[src/rtl/video_pkg.sv]
// Shared types and constants for the video capture write path.
package video_pkg;

    localparam int PIXEL_W        = 8;
    localparam int WORD_W         = 32;
    localparam int BYTES_PER_WORD = 4;
    localparam int BYTE_IDX_W     = $clog2(BYTES_PER_WORD);
    // Dropped-word count carried with each stored word so the bus side can skip address slots.
    localparam int SKIP_W         = 8;

    typedef enum logic [1:0] {
        IDLE,
        WAIT_SOF,
        CAPTURE,
        FLUSH
    } state_t;

    function automatic logic [WORD_W-1:0] insert_byte(
        input logic [WORD_W-1:0]     word,
        input logic [BYTE_IDX_W-1:0] idx,
        input logic [PIXEL_W-1:0]    px
    );
        logic [WORD_W-1:0] w;
        w = word;
        w[idx*PIXEL_W +: PIXEL_W] = px;
        return w;
    endfunction

endpackage

[src/rtl/video_in_wfifo.sv]
// Synchronous word FIFO between the pixel packer and the bus master.
module video_in_wfifo #(
    parameter int DEPTH = 8,
    parameter int WIDTH = 32
) (
    input  logic             clk,
    input  logic             rst,
    input  logic             push,
    input  logic [WIDTH-1:0] push_data,
    input  logic             pop,
    output logic [WIDTH-1:0] head,
    output logic             full,
    output logic             empty
);

    localparam int AW = (DEPTH > 1) ? $clog2(DEPTH) : 1;
    localparam logic [AW:0] FULL_CNT = (AW+1)'(DEPTH);

    logic [WIDTH-1:0] mem [DEPTH];
    logic [AW-1:0]    wr_ptr_q, wr_ptr_d;
    logic [AW-1:0]    rd_ptr_q, rd_ptr_d;
    logic [AW:0]      count_q, count_d;
    logic             do_push, do_pop;

    assign full  = (count_q == FULL_CNT);
    assign empty = (count_q == '0);
    assign head  = mem[rd_ptr_q];

    // A push while full is accepted only when a pop frees the slot in the same cycle.
    always_comb begin
        do_pop   = pop & ~empty;
        do_push  = push & (~full | do_pop);
        wr_ptr_d = wr_ptr_q + AW'(do_push);
        rd_ptr_d = rd_ptr_q + AW'(do_pop);
        count_d  = count_q + (AW+1)'(do_push) - (AW+1)'(do_pop);
    end

    always_ff @(posedge clk) begin
        if (do_push) begin
            mem[wr_ptr_q] <= push_data;
        end
    end

    always_ff @(posedge clk) begin
        if (rst) begin
            wr_ptr_q <= '0;
            rd_ptr_q <= '0;
            count_q  <= '0;
        end else begin
            wr_ptr_q <= wr_ptr_d;
            rd_ptr_q <= rd_ptr_d;
            count_q  <= count_d;
        end
    end

endmodule

[src/rtl/video_in_write.sv]
// Captures one video frame, packs pixels into 32-bit words and writes them to RAM over Wishbone.
module video_in_write
    import video_pkg::*;
#(
    parameter int FIFO_DEPTH = 8
) (
    input  logic        clk,
    input  logic        RST,
    input  logic [31:0] wb_reg_data,
    input  logic [31:0] wb_reg_ctr,
    input  logic        frame_valid,
    input  logic        line_valid,
    input  logic        pix_en,
    input  logic [7:0]  pixel_in,
    output logic        interrupt,
    output logic        overflow,
    output logic        p_wb_STB_O,
    output logic        p_wb_CYC_O,
    output logic        p_wb_LOCK_O,
    output logic        p_wb_WE_O,
    output logic [3:0]  p_wb_SEL_O,
    output logic [31:0] p_wb_ADR_O,
    output logic [31:0] p_wb_DAT_O,
    input  logic        p_wb_ACK_I
);

    localparam int FIFO_W = WORD_W + SKIP_W;

    state_t                state_q, state_d;
    logic                  fv_prev_q;
    logic [BYTE_IDX_W-1:0] byte_cnt_q, byte_cnt_d;
    logic [WORD_W-1:0]     word_q, word_d;
    logic [31:0]           push_addr_q, push_addr_d;
    logic [31:0]           gap_base_q, gap_base_d;
    logic [31:0]           bus_addr_q, bus_addr_d;
    logic                  overflow_q, overflow_d;
    logic                  interrupt_q, interrupt_d;
    logic                  stb_q, stb_d;
    logic [31:0]           adr_q, adr_d;
    logic [31:0]           dat_q, dat_d;

    logic                  enable, sof, eof, px_ok;
    logic                  push_req;
    logic [WORD_W-1:0]     push_word, word_fill;
    logic                  fifo_push, fifo_pop, fifo_full, fifo_empty;
    logic [FIFO_W-1:0]     fifo_wdata, fifo_head;
    logic                  ctr_unused;

    assign enable     = wb_reg_ctr[0];
    assign ctr_unused = ^wb_reg_ctr[31:1];
    assign sof        = frame_valid & ~fv_prev_q;
    assign eof        = ~frame_valid & fv_prev_q;
    assign px_ok      = frame_valid & line_valid & pix_en;
    assign word_fill  = insert_byte(word_q, byte_cnt_q, pixel_in);

    video_in_wfifo #(
        .DEPTH (FIFO_DEPTH),
        .WIDTH (FIFO_W)
    ) u_wfifo (
        .clk       (clk),
        .rst       (RST),
        .push      (fifo_push),
        .push_data (fifo_wdata),
        .pop       (fifo_pop),
        .head      (fifo_head),
        .full      (fifo_full),
        .empty     (fifo_empty)
    );

    always_comb begin
        state_d     = state_q;
        byte_cnt_d  = byte_cnt_q;
        word_d      = word_q;
        push_addr_d = push_addr_q;
        gap_base_d  = gap_base_q;
        bus_addr_d  = bus_addr_q;
        overflow_d  = overflow_q;
        interrupt_d = 1'b0;
        stb_d       = stb_q;
        adr_d       = adr_q;
        dat_d       = dat_q;
        push_req    = 1'b0;
        push_word   = '0;
        fifo_push   = 1'b0;
        fifo_wdata  = '0;
        fifo_pop    = stb_q & p_wb_ACK_I;

        case (state_q)
            IDLE: begin
                if (enable) state_d = WAIT_SOF;
            end
            WAIT_SOF: begin
                if (!enable) begin
                    state_d = IDLE;
                end else if (sof) begin
                    state_d     = CAPTURE;
                    push_addr_d = wb_reg_data;
                    gap_base_d  = wb_reg_data;
                    bus_addr_d  = wb_reg_data;
                    byte_cnt_d  = '0;
                    word_d      = '0;
                    overflow_d  = 1'b0;
                end
            end
            CAPTURE: begin
                if (eof) begin
                    state_d    = FLUSH;
                    push_req   = (byte_cnt_q != '0);
                    push_word  = word_q;
                    byte_cnt_d = '0;
                    word_d     = '0;
                end else if (px_ok) begin
                    if (byte_cnt_q == BYTE_IDX_W'(BYTES_PER_WORD - 1)) begin
                        push_req   = 1'b1;
                        push_word  = word_fill;
                        byte_cnt_d = '0;
                        word_d     = '0;
                    end else begin
                        byte_cnt_d = byte_cnt_q + 1'b1;
                        word_d     = word_fill;
                    end
                end
            end
            FLUSH: begin
                if (fifo_empty && !stb_q) begin
                    state_d     = enable ? WAIT_SOF : IDLE;
                    interrupt_d = 1'b1;
                end
            end
            default: state_d = IDLE;
        endcase

        // Every word consumes an address slot; stored words remember how many slots were dropped before them.
        if (push_req) begin
            push_addr_d = push_addr_q + 32'd4;
            if (fifo_full && !fifo_pop) begin
                overflow_d = 1'b1;
            end else begin
                fifo_push  = 1'b1;
                fifo_wdata = {SKIP_W'((push_addr_q - gap_base_q) >> 2), push_word};
                gap_base_d = push_addr_q + 32'd4;
            end
        end

        if (stb_q) begin
            if (p_wb_ACK_I) begin
                stb_d      = 1'b0;
                bus_addr_d = adr_q + 32'd4;
            end
        end else if (!fifo_empty) begin
            stb_d = 1'b1;
            adr_d = bus_addr_q + {{(30-SKIP_W){1'b0}}, fifo_head[FIFO_W-1:WORD_W], 2'b00};
            dat_d = fifo_head[WORD_W-1:0];
        end
    end

    always_ff @(posedge clk) begin
        if (RST) begin
            state_q     <= IDLE;
            fv_prev_q   <= 1'b0;
            byte_cnt_q  <= '0;
            word_q      <= '0;
            push_addr_q <= '0;
            gap_base_q  <= '0;
            bus_addr_q  <= '0;
            overflow_q  <= 1'b0;
            interrupt_q <= 1'b0;
            stb_q       <= 1'b0;
            adr_q       <= '0;
            dat_q       <= '0;
        end else begin
            state_q     <= state_d;
            fv_prev_q   <= frame_valid;
            byte_cnt_q  <= byte_cnt_d;
            word_q      <= word_d;
            push_addr_q <= push_addr_d;
            gap_base_q  <= gap_base_d;
            bus_addr_q  <= bus_addr_d;
            overflow_q  <= overflow_d;
            interrupt_q <= interrupt_d;
            stb_q       <= stb_d;
            adr_q       <= adr_d;
            dat_q       <= dat_d;
        end
    end

    assign interrupt   = interrupt_q;
    assign overflow    = overflow_q;
    assign p_wb_STB_O  = stb_q;
    assign p_wb_CYC_O  = stb_q;
    assign p_wb_WE_O   = stb_q;
    assign p_wb_LOCK_O = 1'b0;
    assign p_wb_SEL_O  = {4{stb_q}};
    assign p_wb_ADR_O  = adr_q;
    assign p_wb_DAT_O  = dat_q;

endmodule
[config.mk]
export PLATFORM = sky130hd
export DESIGN_NAME = video_in_write
export DESIGN_NICKNAME = d
export VERILOG_FILES = /design/src/rtl/video_pkg.sv /design/src/rtl/video_in_wfifo.sv /design/src/rtl/video_in_write.sv
export SDC_FILE = /design/constraint.sdc
export NUM_CORES = 1
export LEC_CHECK = 0
export CAP_MARGIN = 0
export CORE_MARGIN = 4
export CORE_UTILIZATION = 55
export CTS_CLUSTER_DIAMETER = 100
export CTS_CLUSTER_SIZE = 10
export DETAILED_ROUTE_END_ITERATION = 8
export GPL_ROUTABILITY_DRIVEN = 0
export GPL_TIMING_DRIVEN = 0
export MAX_ROUTING_LAYER = met4
export PLACE_DENSITY = 0.76
export REMOVE_ABC_BUFFERS = 1
export SLEW_MARGIN = 20
export SYNTH_ARGS = -nofsm -noshare
export SYNTH_HDL_FRONTEND = slang
export SYNTH_SLANG_ARGS = --single-unit
[constraint.sdc]
create_clock -name clk -period 11.1 [get_ports clk]
set_input_delay 2.22 -clock clk [delete_from_list [all_inputs] [get_ports clk]]
set_output_delay 2.22 -clock clk [all_outputs]
set_load 0.03 [all_outputs]
**Word level (Yosys, flattened, before mapping)**

Memory sizes are Yosys's and may differ from the RTL's. A register that Yosys moved wholly into a read port is not among the register bits.
Cells that the tools add are included.

- Bits in registers: 210
- Bits in writable memories: 320
- Input bits: 78
- Output and inout port bits: 74
- Word-level logic and storage cells: 128
- Memories: 1

- Add/subtract/negate cells: 10
- Equal/unequal tests: 12
- Shift-type cells: 2
- Multiplexer cells: 58
- Bitwise operators: 14
- Reductions and logical operators: 16

Memory list:

| name | words | width | read ports | clocked after Yosys merged registers in | write ports | RTL line | text |
|---|---|---|---|---|---|---|---|
| u_wfifo.mem | 8 | 40 | 1 | 1 | 1 | video_in_wfifo.sv:19 | `logic [WIDTH-1:0] mem [DEPTH];` |

Operator list:

| cell | count |
|---|---|
| $mux 32 | 23 |
| $mux 40 | 2 |
| $add 32x3->32 const B | 2 |
| $pmux 32 s2 | 1 |
| $neg 5->34 | 1 |
| $shift 8x34->32 const A | 1 |
| $shiftx 8x34->32 | 1 |
| $add 32x10->32 | 1 |
| $bwmux 32 | 1 |
| $mux 2 | 10 |
| $mux 1 | 18 |
| $ne 2x2->1 const B | 5 |
| $reduce_bool 2->1 | 5 |
| $sub 10x10->10 | 1 |
| $pmux 2 s4 | 1 |
| $reduce_and 4->1 | 2 |
| $and 1x1->1 | 7 |
| $add 3x1->3 | 2 |
| $eq 2x2->1 const B | 3 |
| $ne 3x3->1 const B | 2 |
| $not 1->1 | 6 |
| $add 4x1->4 | 1 |
| $eq 4x4->1 const B | 1 |
| $logic_not 4->1 | 1 |
| 12 further kinds | 14 |

**Logic depth before layout (Yosys ltp)**

Gate-level depths: netlist (run 1).

- Depth after elaboration: 9
- Depth in mapped cells: 12
- Gate-level depth less buffers: 10

**Modules after synthesis**

A second synthesis (run 1) with hierarchy kept.

- Cell total of the unflattened synthesis: 1,707
- Area total of the unflattened synthesis: 21,738.3 um2

By module, submodules not included:

| module | instances | cells an instance | area an instance (um2) | sequential area each (um2) |
|---|---|---|---|---|
| video_in_wfifo | 1 | 526 | 12,919.9 | 9,809.4 |
| video_in_write | 1 | 1,181 | 8,818.5 | 3,123.0 |

**Worst setup path before layout (run 1)**

Ideal clock, no wire load.

- Path type: input to register
- Start point: in frame_valid
- End point: mem u_wfifo.mem[0][0] in the netlist's numbering, enable pin
- Setup time: 487 ps
- Arrival: 6,191 ps
- Required time: 10,613 ps
- Path slack: 4,422 ps
- Stages: 6
- Buffers on the path: 1
- Path through: or3b_2 > a21o_1 > clkbuf_1 > a31oi_1 > nand2b_1 > nor3_1

- Word-level cells in the longest chain between the ends: 9
- Elaborated cells between the ends (all ways): 11
- Those cells by class: mux (6); bitwise (5)

RTL lines:

| item | RTL line | text |
|---|---|---|
| from (decl) | video_in_write.sv:11 | `input logic frame_valid,` |
| $and 1x1->1 (2 in a row) | video_in_write.sv:53 | `assign px_ok = frame_valid & line_valid & pix_en;` |
| $mux 1 | video_in_write.sv:112 | `end else if (px_ok) begin` |
| $mux 1 * | video_in_write.sv:106 | `if (eof) begin` |
| $mux 1 * | video_in_write.sv:88 | `case (state_q)` |
| $mux 1 * | video_in_write.sv:134 | `if (push_req) begin` |
| $and 1x1->1 * | video_in_wfifo.sv:32 | `do_push = push & (~full \| do_pop);` |
| $mux 1 * | video_in_wfifo.sv:39 | `if (do_push) begin` |
| $mux 1 (not written as such) * | video_in_wfifo.sv:40 | `mem[wr_ptr_q] <= push_data;` |
| to (decl) | video_in_wfifo.sv:19 |  |

Mark *: on every way between the ends. The rest lies on a longest branch, timed or not.

**Worst setup path in the final report (run 1)**

- Start point: in frame_valid
- End point: mem u_wfifo.mem[0][11] in the netlist's numbering, enable pin

The elaborated chain is that of the path after synthesis.

==> run metrics, run 1 <==
part of the power in combinational logic=0.026; Clock power frac=0.443; EDFF count, synth=between 300 and 400; Root Driver=clkbuf_16; buffer count from post-CTS setup fixing=0; DRC viols=0; H-tree depth=2; RR Endpoint=u_wfifo.mem[0][11]; ys flop type=edfxtp_1; Cell Int Power=2870 uW; Iter 0 DRT Violations=1,130; Core Box Area=36,900 um2; Util after Layout=0.663; P_leak=0.00770 uW; maximum clock frequency=173 MHz; initial antenna violation count=0; commonest non-fill, non-tap cell in the layout=edfxtp_1; CP max stage cell=a21o_1; setup slack at placement=4890 ps; total length of routed wires=47,700 um; maximum number of pins on one net before global-route repair=92; synthesized flop and latch total=486; Inserted Diodes=0; gr usage total=0.237; max incr delay on CP=670 ps; hold depth=1; sink of the worst hold path=word_q[24]; Max IR drop VDD=0.000150 V; RSZ-0062 raised after global routing=false; die height=202 um; Placed Cells=2,123; Cell variety after synth=58; slew margin rel.=0.251; worst-path cell chain=clkdlybuf4s50_1 > nand4_1 > a21o_1 > a31oi_1 > nand2b_1 > nor3_2 > buf_4 > buf_4 > buf_6; Net Switching=~740 uW; critical path startpoint category=input pin; first-pass GRT wire length=75,100 um; Top Ports=between 150 and 200; port bufs=119; CTS resizes=0; hold wc startpoint=word_q[24]; vias post-DR=13,500; part of the cycle the worst path needs=0.520; Max Cap Viol=0; setup slack after layout=5330 ps; layout cells sized above 1=0.125; Max clock buf depth=3; gr ovfl total=0; final hold violations=0; total negative slack=0 ps; CTS Hold Bufs=0; Via density=6.06; Ys Warns=0; Setup Crit Path Kind=input pin to register; Mean Syn Cell Area=13.3 um2; CP Capture Type=register; Most common cell on crit path=buf_4; outcome=finished clean; hpwl dp=slightly above 30,000 um; clock slew at reported path FFs=50 ps; 1st-pass router iterations=5; Non-Filler Instances=2,220; R2R cell count=9; cells after synthesis=1,560; most frequent cells in the layout=edfxtp_1, nor2_1, dfxtp_1; final antenna-violating net count=0; R2R setup slack=roughly 7000 ps; reg-to-reg startpoint=byte_cnt_q[0]; sequential element share of the synthesized area=0.623; vias in the first global route=13,300; Pwr Density=148 nW/um2; Worst-Skew Late Latency=roughly 580 ps; Tmin final=5770 ps; filler cell count=about 2,500; clk sinks=486; Row Count=70; nets=about 1,800; switch share=0.205; Chip Width=202 um; Seq pwr share=0.531; die area=a little over 40,000 um2; area grow syn2layout=17.9%; initial core utilization=0.563; delay-heaviest family, CP=simple AND/OR/NAND/NOR gates; fin. max-slew vios=0; drt wl/cell=between 20 and 25 um; measured slew at the worst slew-check pin=1120 ps; asr flop ratio synth=0; Setup Skew=16.2 ps; CTS tree=built; CP bufs+invs=4; final setup violation count=0; hold crit path type=register to register; Synth Cell Area=20,700 um2; Max Fanout on Critical Path=21; Critical Path RT=11,380 ps; Num CTS Buffers=54; Worst EP arrival=between 6000 and 7000 ps
[synth_stat cells, drive strengths merged (2+ instances only)]
| library cell | count | share of area |
|---|---|---|
| nor4 | 7 | 0.0021 |
| o2111ai | 3 | 0.0013 |
| a31o | 4 | 0.0017 |
| a22oi | 34 | 0.012 |
| nand2 | 96 | 0.017 |
| mux2 | 8 | 0.0043 |
| nor2b | 25 | 0.0075 |
| o211ai | 4 | 0.0014 |
| nor2 | 186 | 0.034 |
| and4 | 6 | 0.0025 |
| nand2b | 9 | 0.0027 |
| a311oi | 20 | 0.0084 |
| edfxtp | 320 | 0.46 |
| nor3 | 33 | 0.0082 |
| dfxtp | 166 | 0.16 |
| nand4 | 11 | 0.0033 |
| and3 | 15 | 0.0046 |
| inv | 25 | 0.0045 |
| and2 | 20 | 0.0061 |
| a21oi | 65 | 0.016 |
| xor2 | 38 | 0.016 |
| a211oi | 90 | 0.033 |
| or3 | 5 | 0.0015 |
| a21o | 10 | 0.0036 |
| buf | 33 | 0.0087 |
| fa | 2 | 0.0019 |
| mux2i | 34 | 0.016 |
| o21ai | 25 | 0.0062 |
| o21a | 5 | 0.0018 |
| ha | 33 | 0.020 |
| a211o | 2 | 0.00084 |
| nand3 | 24 | 0.0058 |
| mux4 | 80 | 0.087 |
| xnor2 | 26 | 0.011 |
| clkbuf | 64 | 0.013 |
| nor3b | 7 | 0.0025 |
| a221oi | 4 | 0.0017 |
| a31oi | 12 | 0.0036 |
[cell type report]
| cell class | instances | area, um2 | area share |
|---|---|---|---|
| clock buffer | 95 | 1530 | 0.0623 |
| clock inverter | 2 | 36.3 | 0.00148 |
| inverter | 25 | 93.8 | 0.00384 |
| multi-input combinational | 952 | 7360 | 0.301 |
| sequential | 486 | 12900 | 0.529 |
| tap | 504 | 631 | 0.0258 |
| timing repair buffer | 156 | 1870 | 0.0766 |
[power by group through the flow]
stage | sequential [uW] | clock, uW | combinational, uW
2_1_floorplan | 1960 | 0 | 44.9
3_3_place_gp | 1960 | 0 | 89.3
3_5_place_dp | 1960 | 0 | 92.7
4_1_cts | 1920 | 1630 | 93.7
5_1_grt | 1920 | 1710 | 102
6_report | 1920 | 1600 | 94.2
[routing by layer]
metal / GRT usage / wire length (um) / up-vias
li1: - / - / 6142
met1: 0.312 / 19700 / 6709
met2: 0.386 / 23400 / 499
met3: 0.0391 / 3330 / 101
met4: 0.0657 / 1210 / 0
met5: - / 0 / -
[flip-flops by register name (all words and copies together), names as in the netlist, 4 cells and up, named ones only]
signal           count
gap_base_q          10
p_wb_DAT_O          32
u_wfifo.mem        320
bus_addr_q          32
u_wfifo.count_q      4
word_q              32
p_wb_ADR_O          32
push_addr_q         10
[metrics by stage]
stage	cell area (um2)	hold slack (ps)	total power, uW
2_1_floorplan	20300	427	2000
3_3_place_gp	22100	440	2050
3_5_place_dp	22900	444	2050
4_1_cts	24500	462	3640
5_1_grt	24500	481	3730
6_report	24500	460	3620
[worst max path at each step]
stage	from	to	cells after the start
global placement	frame_valid	u_wfifo.mem[1][17]	6
global route	frame_valid	u_wfifo.mem[0][14]	9
finish	frame_valid	u_wfifo.mem[0][11]	9
floorplan	pix_en	u_wfifo.mem[0][0]	5
detailed placement	frame_valid	u_wfifo.mem[1][17]	9
CTS	frame_valid	u_wfifo.mem[0][14]	9
[logic make-up (layout without fill, tap and decap cells)]
group,Yosys count,after routing,share of synthesized area
AOI/OAI and AO/OA,281,281,0.0936
xor gates and xnor gates,64,64,0.0270
adders and majority gates,35,35,0.0218
buffers and inverters,122,278,0.0262
DFF,486,486,0.623
muxes,122,122,0.108
other,1,1,0.000181
and+or+nand+nor,449,449,0.100
(Power assumes the default switching activity.)
==> run 2: changes to the inputs <==
--- a/config.mk
+++ b/config.mk
@@ -7,7 +7,7 @@
 export LEC_CHECK = 0
 export CAP_MARGIN = 0
 export CORE_MARGIN = 4
-export CORE_UTILIZATION = 55
+export CORE_UTILIZATION = 53
 export CTS_CLUSTER_DIAMETER = 100
 export CTS_CLUSTER_SIZE = 10
 export DETAILED_ROUTE_END_ITERATION = 8
==> constraint.sdc (replaced) <==
create_clock -name clk -period 4.8 [get_ports clk]
set_input_delay 0.96 -clock clk [delete_from_list [all_inputs] [get_ports clk]]
set_output_delay 0.96 -clock clk [all_outputs]
set_load 0.03 [all_outputs]
==> run metrics, run 2 (synthesis gave the netlist of run 1 again) <==
Reg with most FFs=u_wfifo.mem; DRC viols=0; Chip Width=between 200 and 250 um; CP Capture Type=register; maximum number of pins on one net before global-route repair=124; Setup Skew=45.3 ps; hold depth=2; hpwl dp=30,100 um; Num CTS Buffers=54; vias in the first global route=13,300; initial antenna violation count=1; Max Fanout on Critical Path=21; clk sinks=486; critical path startpoint category=input pin; layout cells sized above 1=0.125; final setup violation count=0; post-placement cell area=around 23,000 um2; max reg flops=320; H-tree depth=2; cell area after layout=about 25,000 um2; fin. max-slew vios=0; final hold violations=0; total negative slack=0 ps; maximum clock frequency=223 MHz; setup slack at placement=-698 ps; Hold Slack=434 ps; CTS tree=built; part of the cycle the worst path needs=0.935; drt wl/cell=21.4 um; total length of routed wires=47,700 um; RSZ-0062 raised after global routing=false; outcome=finished clean; Worst-Skew Late Latency=620 ps; nets=1,788; commonest non-fill, non-tap cell in the layout=edfxtp_1; Max clock buf depth=3; Max Cap Viol=0; Critical Path RT=5100 ps; Via density=~6; Pwr Density=about 340 nW/um2; filler cell count=2,743; RR Endpoint=u_wfifo.mem[1][30]; first-pass GRT wire length=about 75,000 um; Row Count=72; register area=12,900 um2; die area=roughly 42,000 um2; Setup Crit Path Kind=input pin to register; gr ovfl total=0; gr usage total=0.234; 1st-pass router iterations=6; Iter 0 DRT Violations=1,069; slew margin rel.=0.325; Core Box Area=between 30,000 and 40,000 um2; P_leak=0.00766 uW; reg-to-reg startpoint=byte_cnt_q[0]; final antenna-violating net count=0; port bufs=roughly 120; area of the multi-input gates=7370 um2; die height=206 um; most frequent cells in the layout=edfxtp_1, nor2_1, dfxtp_1; measured slew at the worst slew-check pin=approximately 1000 ps; setup slack after layout=311 ps; hold wc startpoint=bus_addr_q[0]; Worst EP arrival=4790 ps; Top Ports=approximately 150; vias post-DR=13,400; R2R cell count=11; sink of the worst hold path=p_wb_ADR_O[0]; hold crit path type=register to register; initial core utilization=0.537; clock slew at reported path FFs=60 ps; Tmin final=~4500 ps; Max IR drop VDD=~0.00032 V; Root Driver=clkbuf_16; R2R setup slack=340 ps; area grow syn2layout=18.2%
## run 2: changes by cell type in the layout (fill, tap and decap cells not counted), sizes merged
cell and change:
clkinv +1, diode +1
## run 2: critical path: stages
cell and delay, ps:
clkdlybuf4s50_1 550, or3b_2 500, a21o_1 450, a31oi_1 540, nand2_1 350, nor3_2 530, buf_4 290, buf_4 210
buf_4 210, buf_4 190
## run 2: timing repair
action / CTS / global route
buffers inserted: 1 / 0
gates resized for setup: 0 / 0
endpoints found under the setup margin: 5 / 0
hold buffers: 0 / 0
endpoints found under the hold margin: 0 / 0
## run 2: worst max path at each step
stage	endpoint	slack, ps	start	cells after the start
floorplan	u_wfifo.mem[0][0]	-1480	p_wb_CYC_O	5
global placement	u_wfifo.mem[0][30]	-4680	frame_valid	6
detailed placement	u_wfifo.mem[1][30]	-700	frame_valid	10
CTS	u_wfifo.mem[1][30]	380	frame_valid	10
global route	u_wfifo.mem[1][30]	110	frame_valid	10
finish	u_wfifo.mem[1][30]	310	frame_valid	10
## run 2: report_power, final
group	total [uW]	internal (uW)	switching (uW)
Sequential	4440	4420	17.6
Clock	3730	2110	1620
Combinational	218	93.5	124
Total	8390	6630	1760
## run 2: cell type report
type	instances	area share
Antenna cell	1	0.000102
Tap cell	518	0.0264
Timing Repair Buffer	156	0.0775
Clock inverter	3	0.00225
Clock buffer	95	0.0614
Sequential cell	486	0.528
Inverter	25	0.00383
Multi-Input combinational cell	952	0.300
## run 2: per-stage QoR
| stage | std cells | total power (uW) | util |
|---|---|---|---|
| floorplan | 1463 | 4630 | - |
| detailed placement | 2136 | 4740 | 0.594 |
| global placement | 2100 | 4730 | 0.573 |
| global route | 2236 | 8640 | 0.634 |
| CTS | 2235 | 8460 | 0.634 |
| finish | 2236 | 8390 | 0.634 |
## run 2: routing by layer
metal | vias up | share of wire | GRT usage
met5 | - | 0 | -
li1 | 6160 | - | -
met4 | 0 | 0.018 | 0.0554
met2 | 470 | 0.50 | 0.380
met1 | 6698 | 0.42 | 0.315
met3 | 68 | 0.066 | 0.0402
